==> src/rtl/uart_rx.sv <==
// uart_rx: 8N1 UART receiver in the clk100 domain.
// Deserialises rx_pin into bytes. Each byte is held in rx_byte/rx_valid until
// the consumer acknowledges it with rx_ack. Receiving never stalls on the
// consumer: a byte that completes while the previous one is still unacknowledged
// is dropped, and the sticky rx_overrun flag is set.
//
// state | meaning
// ------+--------------------------------------------------------------
// IDLE  | line idle, waiting for a 1->0 edge on the synchronised input
// START | timing to the middle of the start bit to confirm it is real
// DATA  | sampling 8 data bits, LSB first, one per bit period
// STOP  | sampling the stop bit; a high stop delivers, a low one flags an error
`timescale 1ns/1ps

module uart_rx #(
    parameter int CLKS_PER_BIT = 868
) (
    input  logic       clk,
    input  logic       rst,
    input  logic       rx_pin,
    output logic [7:0] rx_byte,
    output logic       rx_valid,
    input  logic       rx_ack,
    output logic       rx_busy,
    output logic       rx_frame_err,
    output logic       rx_overrun
);

    localparam int HALF_BIT = CLKS_PER_BIT / 2;
    localparam int CNT_W    = $clog2(CLKS_PER_BIT);

    localparam logic [CNT_W-1:0] CNT_LAST = CNT_W'(CLKS_PER_BIT - 1);
    localparam logic [CNT_W-1:0] CNT_HALF = CNT_W'(HALF_BIT - 1);

    typedef enum logic [1:0] {
        IDLE  = 2'd0,
        START = 2'd1,
        DATA  = 2'd2,
        STOP  = 2'd3
    } state_t;

    state_t           state, state_nxt;
    logic [CNT_W-1:0] cnt, cnt_nxt;
    logic [2:0]       idx, idx_nxt;
    logic [7:0]       shift, shift_nxt;
    logic             deliver, deliver_nxt;
    logic             frame_err_nxt;

    logic rx_meta;
    logic rx_s;
    logic rx_s_d;
    logic fall;

    // Two-flop synchroniser plus one delay stage for edge detection; all reset
    // to the idle-high line level so reset never fakes a start edge.
    always_ff @(posedge clk or posedge rst) begin
        if (rst) begin
            rx_meta <= 1'b1;
            rx_s    <= 1'b1;
            rx_s_d  <= 1'b1;
        end else begin
            rx_meta <= rx_pin;
            rx_s    <= rx_meta;
            rx_s_d  <= rx_s;
        end
    end

    assign fall    = rx_s_d & ~rx_s;
    assign rx_busy = (state != IDLE);

    // FSM state, bit timer, bit index and shift register.
    always_ff @(posedge clk or posedge rst) begin
        if (rst) begin
            state        <= IDLE;
            cnt          <= '0;
            idx          <= '0;
            shift        <= '0;
            deliver      <= 1'b0;
            rx_frame_err <= 1'b0;
        end else begin
            state        <= state_nxt;
            cnt          <= cnt_nxt;
            idx          <= idx_nxt;
            shift        <= shift_nxt;
            deliver      <= deliver_nxt;
            rx_frame_err <= frame_err_nxt;
        end
    end

    // Next-state logic: sample at mid-start, then at each following mid-bit.
    always_comb begin
        state_nxt     = state;
        cnt_nxt       = cnt;
        idx_nxt       = idx;
        shift_nxt     = shift;
        deliver_nxt   = 1'b0;
        frame_err_nxt = 1'b0;

        case (state)
            IDLE: begin
                cnt_nxt = '0;
                if (fall) begin
                    state_nxt = START;
                end
            end

            START: begin
                if (cnt == CNT_HALF) begin
                    cnt_nxt = '0;
                    idx_nxt = '0;
                    if (!rx_s) begin
                        state_nxt = DATA;
                    end else begin
                        // Line is high again at mid-start: a glitch, not a frame.
                        state_nxt = IDLE;
                    end
                end else begin
                    cnt_nxt = cnt + 1'b1;
                end
            end

            DATA: begin
                if (cnt == CNT_LAST) begin
                    cnt_nxt   = '0;
                    shift_nxt = {rx_s, shift[7:1]};
                    idx_nxt   = idx + 3'd1;
                    if (idx == 3'd7) begin
                        state_nxt = STOP;
                    end
                end else begin
                    cnt_nxt = cnt + 1'b1;
                end
            end

            STOP: begin
                if (cnt == CNT_LAST) begin
                    cnt_nxt = '0;
                    // Returning to IDLE at mid-stop lets a start bit that
                    // directly follows the stop bit be caught by its edge.
                    state_nxt = IDLE;
                    if (rx_s) begin
                        deliver_nxt = 1'b1;
                    end else begin
                        frame_err_nxt = 1'b1;
                    end
                end else begin
                    cnt_nxt = cnt + 1'b1;
                end
            end

            default: begin
                state_nxt = IDLE;
                cnt_nxt   = '0;
            end
        endcase
    end

    // Output holding register: load on delivery, drop and flag overrun when the
    // previous byte is still unacknowledged, clear on acknowledge.
    always_ff @(posedge clk or posedge rst) begin
        if (rst) begin
            rx_byte    <= '0;
            rx_valid   <= 1'b0;
            rx_overrun <= 1'b0;
        end else if (deliver) begin
            if (!rx_valid) begin
                rx_byte  <= shift;
                rx_valid <= 1'b1;
            end else if (rx_ack) begin
                // Consumer frees the slot in the same cycle the new byte lands.
                rx_byte    <= shift;
                rx_overrun <= 1'b0;
            end else begin
                rx_overrun <= 1'b1;
            end
        end else if (rx_valid && rx_ack) begin
            rx_valid   <= 1'b0;
            rx_overrun <= 1'b0;
        end
    end

endmodule

==> config.mk <==
export PLATFORM = sky130hd
export DESIGN_NAME = uart_rx
export DESIGN_NICKNAME = d
export VERILOG_FILES = /design/src/rtl/uart_rx.sv
export SDC_FILE = /design/constraint.sdc
export NUM_CORES = 1
export LEC_CHECK = 0
export ABC_CLOCK_PERIOD_IN_PS = 5110
export BUFFER_PORTS_ARGS = -buffer_cell sky130_fd_sc_hd__buf_2
export CAP_MARGIN = 20
export CORE_UTILIZATION = 41
export CTS_CLUSTER_SIZE = 8
export DETAILED_ROUTE_END_ITERATION = 10
export SLEW_MARGIN = 25
export SYNTH_ARGS = -nofsm -noshare
export SYNTH_HDL_FRONTEND = slang
export SYNTH_SLANG_ARGS = --single-unit
==> constraint.sdc <==
create_clock -name clk -period 5.11 [get_ports clk]
set_input_delay 0.2555 -clock clk [delete_from_list [all_inputs] [get_ports clk]]
set_output_delay 0.2555 -clock clk [all_outputs]
set_load 0.02 [all_outputs]
==> run_results.csv <==
group,metric,value,unit
timing,min_period,1.85,ns
power_and_ir_drop,ir_worst_vdd,0.000161,V
route,vias_per_cell,5.11,
die,dieHeight,65.7,um
layout,layout_common_cells,"35 x dfrtp_1, 16 x mux2_2, 15 x buf_2, 14 x nor2_1, 8 x clkbuf_8",
global_routing,grt_max_degree,39,
route,wire_per_inst,13.6,um
power_and_ir_drop,p_comb_share,10.8,%
clock_tree,hold_buffers,0,
global_routing,grt.total_usage,16.0,%
power_and_ir_drop,pwr-share-seq,55.1,%
timing,slew_headroom,68.6,%
timing,hold_viol,0,
clock_tree,clkTransAtPathRegs,0.07,ns
layout,fin_cells,199,
route,vias,1017,
timing,worst_slack,3.26,ns
power_and_ir_drop,p_int,0.502,mW
critical_path,crit_arrival,1.99,ns
outcome,outcome,"finished, final reports clean",
critical_path,critPathTopFamily,"simple AND/OR/NAND/NOR gates",
critical_path,critPathSlowestCell,"a22oi_2",
synthesis,synth-seq-cells,38,
critical_path,rr_endpoint,"cnt[4]",
layout,fill_cells,338,
min_path,min_path_type,"primary input to async pin",
clock_tree,numClockSinks,38,
synthesis,synth-warning-count,0,
clock_tree,clk_latency,0.28,ns
layout,synthToLayoutAreaGrowth,13.3,%
power_and_ir_drop,p_leak,0.923,nW
place,io_buffers,15,
clock_tree,htreeDepth,2,
critical_path,crit_chain,"inv_1 -> ha_1 -> nor4bb_1 -> nand4_1 -> a22oi_2 -> nor2_1",
synthesis,netlist_instances,130,
die,io_pins,16,
timing,finalCritPeriodShare,36.2,%
layout,fin_area,1890,um2
die,die_area,4320,um2
global_routing,grt-ovfl-total,0,
clock_tree,clock_path_buffers,2,
place,placed_cell_area,1780,um2
critical_path,r2r.worst_path.cells,6,
place,gp_congestion,0.744,
clock_tree,cts-resized-gates,0,
die,rows,22,
synthesis,ys_seq_area_share,57.4,%
timing,finClkSkew,0.00438,ns
synthesis,synth_cell_types,34,
route,wirelength,2700,um
synthesis,postSynthAreaPerCell,12.8,um2
timing,report.final.slew_viol_count,0,
route,drc,0,
synthesis,syn_nets,138,
timing,fin_tns_setup,0,ns
clock_tree,cts_root_buf,"clkbuf_8",
global_routing,grt_first_pass_wirelength,4970,um
critical_path,critPathBufInv,1,
critical_path,cpPeakStageDelay,0.44,ns
layout,final_common_cell,"dfrtp_1",
layout,finalNetCount,158,
power_and_ir_drop,swShare,26.3,%
critical_path,end_kind,"flop",
route,ant_nets,0,
critical_path,crit_fanout,10,
power_and_ir_drop,p_sw,0.179,mW
critical_path,rrSetupSlack,3.26,ns
clock_tree,tritoncts,"done",
timing,fmax,0.540,GHz
die,die_x,65.7,um
power_and_ir_drop,power.density,361,nW/um2
clock_tree,post-cts-setup-buffers,0,
place,dp_hpwl,1950,um
critical_path,timing.rr.start,"cnt[1]",
route,first_iter_violations,28,
layout,regArea,955,um2
place,pre_cts_slack,3.23,ns
flow_run,maxCapViolCount,0,
critical_path,path_class,"flop to flop",
layout,multi_input_area,663,um2
die,start_util,44.1,%
clock_tree,cts_buffers,5,
timing,setup_violations,0,
place,numPlacedInstances,191,
timing,tightestPinTransition,0.471,ns
timing,fin_hold_ws,0.0562,ns
route,firstDrtPassIters,4,
layout,final_layout_size_suffix_gt1_share,31.8,%
synthesis,synth_area,1660,um2
global_routing,grt_pass1_vias,1093,
die,core,3770,um2
power_and_ir_drop,clkPwrFrac,34.1,%
global_routing,antenna_found_initial,0,
layout,diodes,0,
critical_path,critPathRequiredTime,5.25,ns
timing,rsz0062_at_grt,"no",
critical_path,worstSetupStartpointType,"flop",
tightest hold or removal path: stages:
cell and delay [ns]:
buf_2 0.09, inv_1 0.04, buf_4 0.39
cells by family (layout without fill, tap and decap cells):
family / count (synthesis) / after routing / share of synthesized area [%]
simple gates: 44 / 44 / 15.3
fa+ha+maj: 4 / 4 / 3.01
compound gates: 10 / 10 / 4.74
mux: 19 / 19 / 12.6
flops: 38 / 38 / 57.4
xor+xnor: 8 / 8 / 4.21
buf+inv: 7 / 28 / 2.78
cell type report:
type	instances	share of cell area (%)
flip-flops and latches	38	50.6
repair buffers	16	4.38
clock buffers	8	5.84
inverters	4	0.796
multi-input cells	85	35.2
well taps	48	3.19
worst max-delay path by stage:
stage,from,to,depth (start not counted)
after floorplan,cnt[0],shift[0],5
after global placement,cnt[0],shift[7],4
after detailed placement,cnt[1],cnt[4],6
after CTS,cnt[1],cnt[4],6
after global routing,cnt[0],cnt[4],5
final,cnt[1],cnt[4],6
per-stage QoR:
step / power [mW] / utilization, %
finish: 0.681 / 50.0
global route: 0.726 / 50.0
CTS: 0.691 / 50.0
detailed placement: 0.455 / 47.1
global placement: 0.447 / 47.1
floorplan: 0.428 / -
synthesized netlist by cell type:
master / instances / share of area, %
and3_1: 1 / 0.38
xnor2_1: 3 / 1.6
nor3b_1: 2 / 0.90
buf_4: 1 / 0.45
inv_1: 4 / 0.90
and4bb_1: 1 / 0.75
o2bb2ai_1: 2 / 1.1
nor4bb_1: 1 / 0.60
a2bb2oi_1: 1 / 0.53
mux2i_1: 3 / 1.8
nand2b_1: 3 / 1.1
dfstp_2: 3 / 4.7
nand4_1: 3 / 1.1
a22oi_1: 1 / 0.45
nand2_1: 7 / 1.6
clkbuf_1: 1 / 0.23
nor2_1: 14 / 3.2
and4b_4: 1 / 0.83
nor3b_4: 1 / 1.1
ha_1: 4 / 3.0
mux2_2: 16 / 11
and3b_1: 1 / 0.53
nor3_1: 1 / 0.30
a22oi_2: 1 / 0.75
o21a_1: 1 / 0.45
xor2_1: 5 / 2.6
nand3_1: 4 / 1.2
and4_1: 1 / 0.53
buf_12: 1 / 1.2
or2_2: 1 / 0.38
a21bo_2: 1 / 0.60
nor2b_1: 2 / 0.75
a21oi_1: 3 / 0.90
dfrtp_1: 35 / 53
sequential cells by signal, summed over array words and instances, names as in the netlist, named ones only:
| name | count |
|---|---|
| deliver | 1 |
| state | 1 |
| idx | 3 |
| rx_overrun | 1 |
| cnt | 10 |
| rx_s | 1 |
| shift | 8 |
| rx_meta | 1 |
| rx_frame_err | 1 |
| rx_byte | 8 |
| rx_s_d | 1 |
| rx_valid | 1 |
power groups by stage:
stage | sequential, mW | clock (mW) | combinational, mW
after floorplan | 0.368 | 0 | 0.0595
after global placement | 0.378 | 0 | 0.0690
after detailed placement | 0.380 | 0 | 0.0750
after CTS | 0.375 | 0.241 | 0.0750
after global routing | 0.381 | 0.259 | 0.0863
final | 0.376 | 0.233 | 0.0733
routing by layer:
layer | global-route usage (%) | share of wire, % | wire [um] | up-vias
li1 | - | - | - | 488
met5 | 0 | 0 | 0 | -
met3 | 6.25 | 3.5 | 94 | 5
met1 | 19.1 | 46 | 1240 | 508
met2 | 25.9 | 49 | 1320 | 16
met4 | 5.71 | 1.7 | 46 | 0
No activity file was read; power rests on OpenSTA's default activity.
